[config.mk]
export PLATFORM = sky130hd
export DESIGN_NAME = vga_vsync_gen
export DESIGN_NICKNAME = d
export VERILOG_FILES = /design/src/rtl/vga_vsync_gen.sv
export SDC_FILE = /design/constraint.sdc
export NUM_CORES = 1
export LEC_CHECK = 0
export ABC_CLOCK_PERIOD_IN_PS = 6800
export BUFFER_PORTS_ARGS = -buffer_cell sky130_fd_sc_hd__buf_2
export CELL_PAD_IN_SITES_DETAIL_PLACEMENT = 0
export CELL_PAD_IN_SITES_GLOBAL_PLACEMENT = 1
export CORE_MARGIN = 5
export CORE_UTILIZATION = 30
export DETAILED_ROUTE_END_ITERATION = 8
export GPL_TIMING_DRIVEN = 0
export PLACE_DENSITY = 0.6
export SLEW_MARGIN = 20
export SYNTH_ARGS = -nofsm -noshare
export SYNTH_HDL_FRONTEND = slang
export SYNTH_SLANG_ARGS = --single-unit
[constraint.sdc]
create_clock -name clk_i -period 6.8 [get_ports clk_i]
set_input_delay 1.02 -clock clk_i [delete_from_list [all_inputs] [get_ports clk_i]]
set_output_delay 1.02 -clock clk_i [all_outputs]
set_load 0.05 [all_outputs]
[src/rtl/vga_vsync_gen.sv]
// vga_vsync_gen -- vertical timing stage of the VGA pipeline.
//
// Counts end-of-line pulses from the horizontal stage and walks the vertical
// frame through visible, front-porch, sync and back-porch regions. States
// whose length is zero are skipped in the same cycle, and a visible length of
// zero is treated as one line. Timing inputs are captured into shadow
// registers during reset and whenever a new frame begins, so mid-frame input
// changes only take effect from the next frame.
//
// Ports:
//   clk_i            pixel clock, shared with the horizontal stage
//   rst_i            synchronous active-high reset
//   line_end_i       one-cycle pulse on the last pixel clock of each line
//   visible_lines_i  number of active lines
//   front_porch_i    number of front-porch lines
//   sync_pulse_i     number of vsync lines
//   back_porch_i     number of back-porch lines
//   Ypos_o           visible row index, 0 outside the visible region
//   vsync_o          vsync pin level (VSYNC_POL during sync, inverse otherwise)
//   vblank_o         1 outside the visible region
//   frame_start_o    one-cycle pulse on entry to row 0 of a frame
//   frame_cnt_o      completed-frame counter
//
// Optional feature macro: VGA_VSYNC_FRAME_CNT_EN. When defined, frame_cnt_o
// counts frame wraps (modulo 2^16); otherwise it is tied to zero.

module vga_vsync_gen #(
  parameter int   W         = 12,
  parameter logic VSYNC_POL = 1'b0
) (
  input  logic         clk_i,
  input  logic         rst_i,
  input  logic         line_end_i,
  input  logic [W-1:0] visible_lines_i,
  input  logic [W-1:0] front_porch_i,
  input  logic [W-1:0] sync_pulse_i,
  input  logic [W-1:0] back_porch_i,
  output logic [W-1:0] Ypos_o,
  output logic         vsync_o,
  output logic         vblank_o,
  output logic         frame_start_o,
  output logic [15:0]  frame_cnt_o
);

  typedef enum logic [1:0] {S_VIS, S_FP, S_SYNC, S_BP} state_e;

  state_e         state_q, state_d, advState;
  logic [W-1:0]   lineCnt_q, lineCnt_d;
  logic [W-1:0]   visLen_q, fpLen_q, syncLen_q, bpLen_q;
  logic [W-1:0]   curLen, visInEff;
  logic           firstFrame_q;
  logic           frameWrap;
  logic [W-1:0]   Ypos_q;
  logic           vsync_q, vblank_q, frameStart_q;

  // A zero visible length would make the frame degenerate, so it is stored
  // as a single visible line.
  assign visInEff = (visible_lines_i == '0) ? W'(1) : visible_lines_i;

  // Length of the region currently being walked. Porch/sync states are only
  // ever entered when their shadow length is nonzero, so curLen - 1 never
  // underflows.
  always_comb begin
    curLen = visLen_q;
    unique case (state_q)
      S_VIS:   curLen = visLen_q;
      S_FP:    curLen = fpLen_q;
      S_SYNC:  curLen = syncLen_q;
      S_BP:    curLen = bpLen_q;
      default: curLen = visLen_q;
    endcase
  end

  // Next nonzero-length region after the current one, skipping empty ones.
  always_comb begin
    advState = S_VIS;
    unique case (state_q)
      S_VIS: begin
        if (fpLen_q != '0)        advState = S_FP;
        else if (syncLen_q != '0) advState = S_SYNC;
        else if (bpLen_q != '0)   advState = S_BP;
        else                      advState = S_VIS;
      end
      S_FP: begin
        if (syncLen_q != '0)      advState = S_SYNC;
        else if (bpLen_q != '0)   advState = S_BP;
        else                      advState = S_VIS;
      end
      S_SYNC: begin
        if (bpLen_q != '0)        advState = S_BP;
        else                      advState = S_VIS;
      end
      S_BP:    advState = S_VIS;
      default: advState = S_VIS;
    endcase
  end

  // Line counting and region advance. A frame wrap is any advance that lands
  // back in the visible region, including VIS->VIS when all porches are empty.
  always_comb begin
    state_d   = state_q;
    lineCnt_d = lineCnt_q;
    frameWrap = 1'b0;
    if (line_end_i) begin
      if (lineCnt_q == curLen - W'(1)) begin
        lineCnt_d = '0;
        state_d   = advState;
        frameWrap = (advState == S_VIS);
      end else begin
        lineCnt_d = lineCnt_q + W'(1);
      end
    end
  end

  // State, shadow timing and registered outputs. Outputs are derived from the
  // next-state values so they change on the same edge as the line count.
  always_ff @(posedge clk_i) begin
    if (rst_i) begin
      state_q      <= S_VIS;
      lineCnt_q    <= '0;
      visLen_q     <= visInEff;
      fpLen_q      <= front_porch_i;
      syncLen_q    <= sync_pulse_i;
      bpLen_q      <= back_porch_i;
      firstFrame_q <= 1'b1;
      Ypos_q       <= '0;
      vblank_q     <= 1'b0;
      vsync_q      <= ~VSYNC_POL;
      frameStart_q <= 1'b0;
    end else begin
      state_q      <= state_d;
      lineCnt_q    <= lineCnt_d;
      if (frameWrap) begin
        visLen_q  <= visInEff;
        fpLen_q   <= front_porch_i;
        syncLen_q <= sync_pulse_i;
        bpLen_q   <= back_porch_i;
      end
      firstFrame_q <= 1'b0;
      Ypos_q       <= (state_d == S_VIS) ? lineCnt_d : '0;
      vblank_q     <= (state_d != S_VIS);
      vsync_q      <= (state_d == S_SYNC) ? VSYNC_POL : ~VSYNC_POL;
      frameStart_q <= firstFrame_q | frameWrap;
    end
  end

  assign Ypos_o        = Ypos_q;
  assign vsync_o       = vsync_q;
  assign vblank_o      = vblank_q;
  assign frame_start_o = frameStart_q;

`ifdef VGA_VSYNC_FRAME_CNT_EN
  logic [15:0] frameCnt_q;

  // Completed-frame counter; wraps naturally at 16 bits.
  always_ff @(posedge clk_i) begin
    if (rst_i) begin
      frameCnt_q <= '0;
    end else if (frameWrap) begin
      frameCnt_q <= frameCnt_q + 16'd1;
    end
  end

  assign frame_cnt_o = frameCnt_q;
`else
  assign frame_cnt_o = 16'h0000;
`endif

endmodule

==> results.tsv <==
metric	value	unit
Final GP Congestion	0.7758	
Power Dens Cells	238.1	nW/um2
Data arrival, critical path	4.61	ns
Placed Instance Area	4548	um2
EDFF count, synth	48	
post-synthesis sequential area ratio	52.06	%
Die Wd	124.3	um
CTS resizes	0	
ant diodes	0	
clock latency on the worst-skew pair	0.34	ns
fin nets	459	
Clock Tree Root	clkbuf_16	
Hold Path Class	reg -> reg	
setup violators final	0	
via count	2679	
Final Skew	0.006866	ns
leakage power	1.874	nW
share of layout cells above drive strength 1	36.01	%
Worst-Margin Slew	0.6727	ns
critical path's slowest cell	a21o_2	
status	finished, final reports clean	
CP Capture Type	register	
Finished Cell Area	4846	um2
minimum clock period	4.561	ns
CP delay by family, top	compound AO/OA/AOI/OAI gates	
CTS tree	built	
worst slack at placement	2.198	ns
critical path's largest stage delay	0.60	ns
Clock Pin Slew Worst Setup and Hold Paths	0.06	ns
period utilization	67.07	%
Mapped Area	3923	um2
GRT Total Usage	11.94	%
synth warn	0	
CTS buffer count	9	
Slew Viols, Final	0	
I/O Buffers	65	
post-detailed-route DRC marker count	0	
Seq cells post-synth	78	
initial antenna violation count	0	
setup TNS	0	ns
drt wl/cell	15.29	um
placed instance count	567	
MaxCap Viol Count	0	
Clock Tree Buf Depth	2	
Syn Area/Cell	12.49	um2
Hold WS	0.4433	ns
number of top-level pins	82	
RSZ-0062 raised after global routing	no	
Main synth FF type	edfxtp_1	
final hold viol count	0	
achievable clock frequency	219.3	MHz
Final HPWL DP	7095	um
CTS Hold Bufs	0	
grt total ovfl	0	
Setup Crit Path Kind	reg -> reg	
Post-DRT Antenna Nets	0	
FP Rows	41	
initial drt markers	117	
unique cell type count in the Yosys netlist	68	
largest net degree at the start of global routing	28	
H-tree levels	3	
area grow syn2layout	23.54	%
first-pass detailed-route iteration total	4	
commonest cells after routing, fill and taps aside	buf_2 (68), edfxtp_1 (48), dfxtp_1 (30)	
Die Span Y	124.3	um
final core utilization	38.09	%
CP Launch Type	register	
vias in the first global route	2798	
commonest non-fill, non-tap cell in the layout	buf_2	
Worst slew margin	55.15	%
CP Cell Sequence	buf_6, buf_12, mux4_2, inv_1, ha_1, clkbuf_8, nand2_1, a2111oi_1, o21ai_1, xnor2_2, or4b_1, and4b_1, a21o_2, buf_16	
Non-Filler Instances	583	
peak supply drop	0.1660	mV
Post-Syn Instances	314	
total power	1.154	mW
Core Area	12720	um2
final setup margin	2.239	ns
ys async rst share	0	%
Data required, critical path	6.85	ns
die area	15460	um2
clk sink count	78	
Buf/Inv on CP	5	
Post-CTS Setup Bufs	0	
Vias/cell	4.595	
Detailed Route WL	8915	um
crit-path max FO	27	
Starting Density	30.83	%
first-pass GRT wire length	14430	um
[cells in the mapped netlist, types with 10 or more instances]
library cell,instances,area (um2)
nand3_1,10,50.05
nor4_1,14,87.58
xnor2_1,14,122.6
buf_4,17,127.6
mux4_2,10,225.2
nor2_1,24,90.09
xor2_1,12,105.1
nand2_1,15,56.30
a211oi_2,10,125.1
clkbuf_1,12,45.04
edfxtp_1,48,1441
dfxtp_1,30,600.6
[tightest hold or removal path, stage by stage (launching register included)]
cell	delay, ns
dfxtp_1	0.31
a21oi_1	0.04
nor2_1	0.06
[state kept, by name (all words and copies together), names as in the netlist, 2 cells and up]
register,flops
fpLen_q,12
state_q,2
visLen_q,12
bpLen_q,12
Ypos_o,12
lineCnt_q,12
syncLen_q,12
[routing by layer]
metal / track usage (%) / vias up / wire length, um
li1: - / 1322 / -
met1: 14.67 / 1247 / 3920
met2: 18.67 / 95 / 4163
met3: 4.760 / 15 / 634
met4: 4.900 / 0 / 197
met5: 0 / - / 0
[kinds of logic after synthesis]
| family | count (synthesis) | share of synthesized area (%) |
|---|---|---|
| compound gates | 47 | 10.72 |
| flops | 78 | 52.06 |
| mux | 16 | 8.293 |
| buf+inv | 49 | 8.516 |
| simple gates | 93 | 12.76 |
| other cells | 1 | 0.09560 |
| xor+xnor | 28 | 6.922 |
| fa+ha+maj | 2 | 0.6379 |
[path summary, 6_finish.rpt]
path              slack, ns             to  cells after the start          from
hold reg to reg        0.44  frame_start_o                      2  firstFrame_q
hold / removal         0.44  frame_start_o                      2  firstFrame_q
setup / recovery       2.24  syncLen_q[11]                     14    state_q[0]
setup reg to reg       2.24  syncLen_q[11]                     14    state_q[0]
[report_power, final]
group | internal (mW) | total, mW | switching [mW]
Clock | 0.285 | 0.480 | 0.195
Combinational | 0.0523 | 0.126 | 0.0741
Sequential | 0.532 | 0.548 | 0.0161
[layout make-up]
type                    instances  area [um2]
plain buffers                  42       307.8
clock buffers                   9       225.2
clock inverters                 7       72.57
repair buffers                 66       352.8
well taps                     172       215.2
flip-flops and latches         78        2042
multi-input cells             202        1604
inverters                       7       26.28
fillers                      1279        7876
No activity file was read; power rests on OpenSTA's default activity.
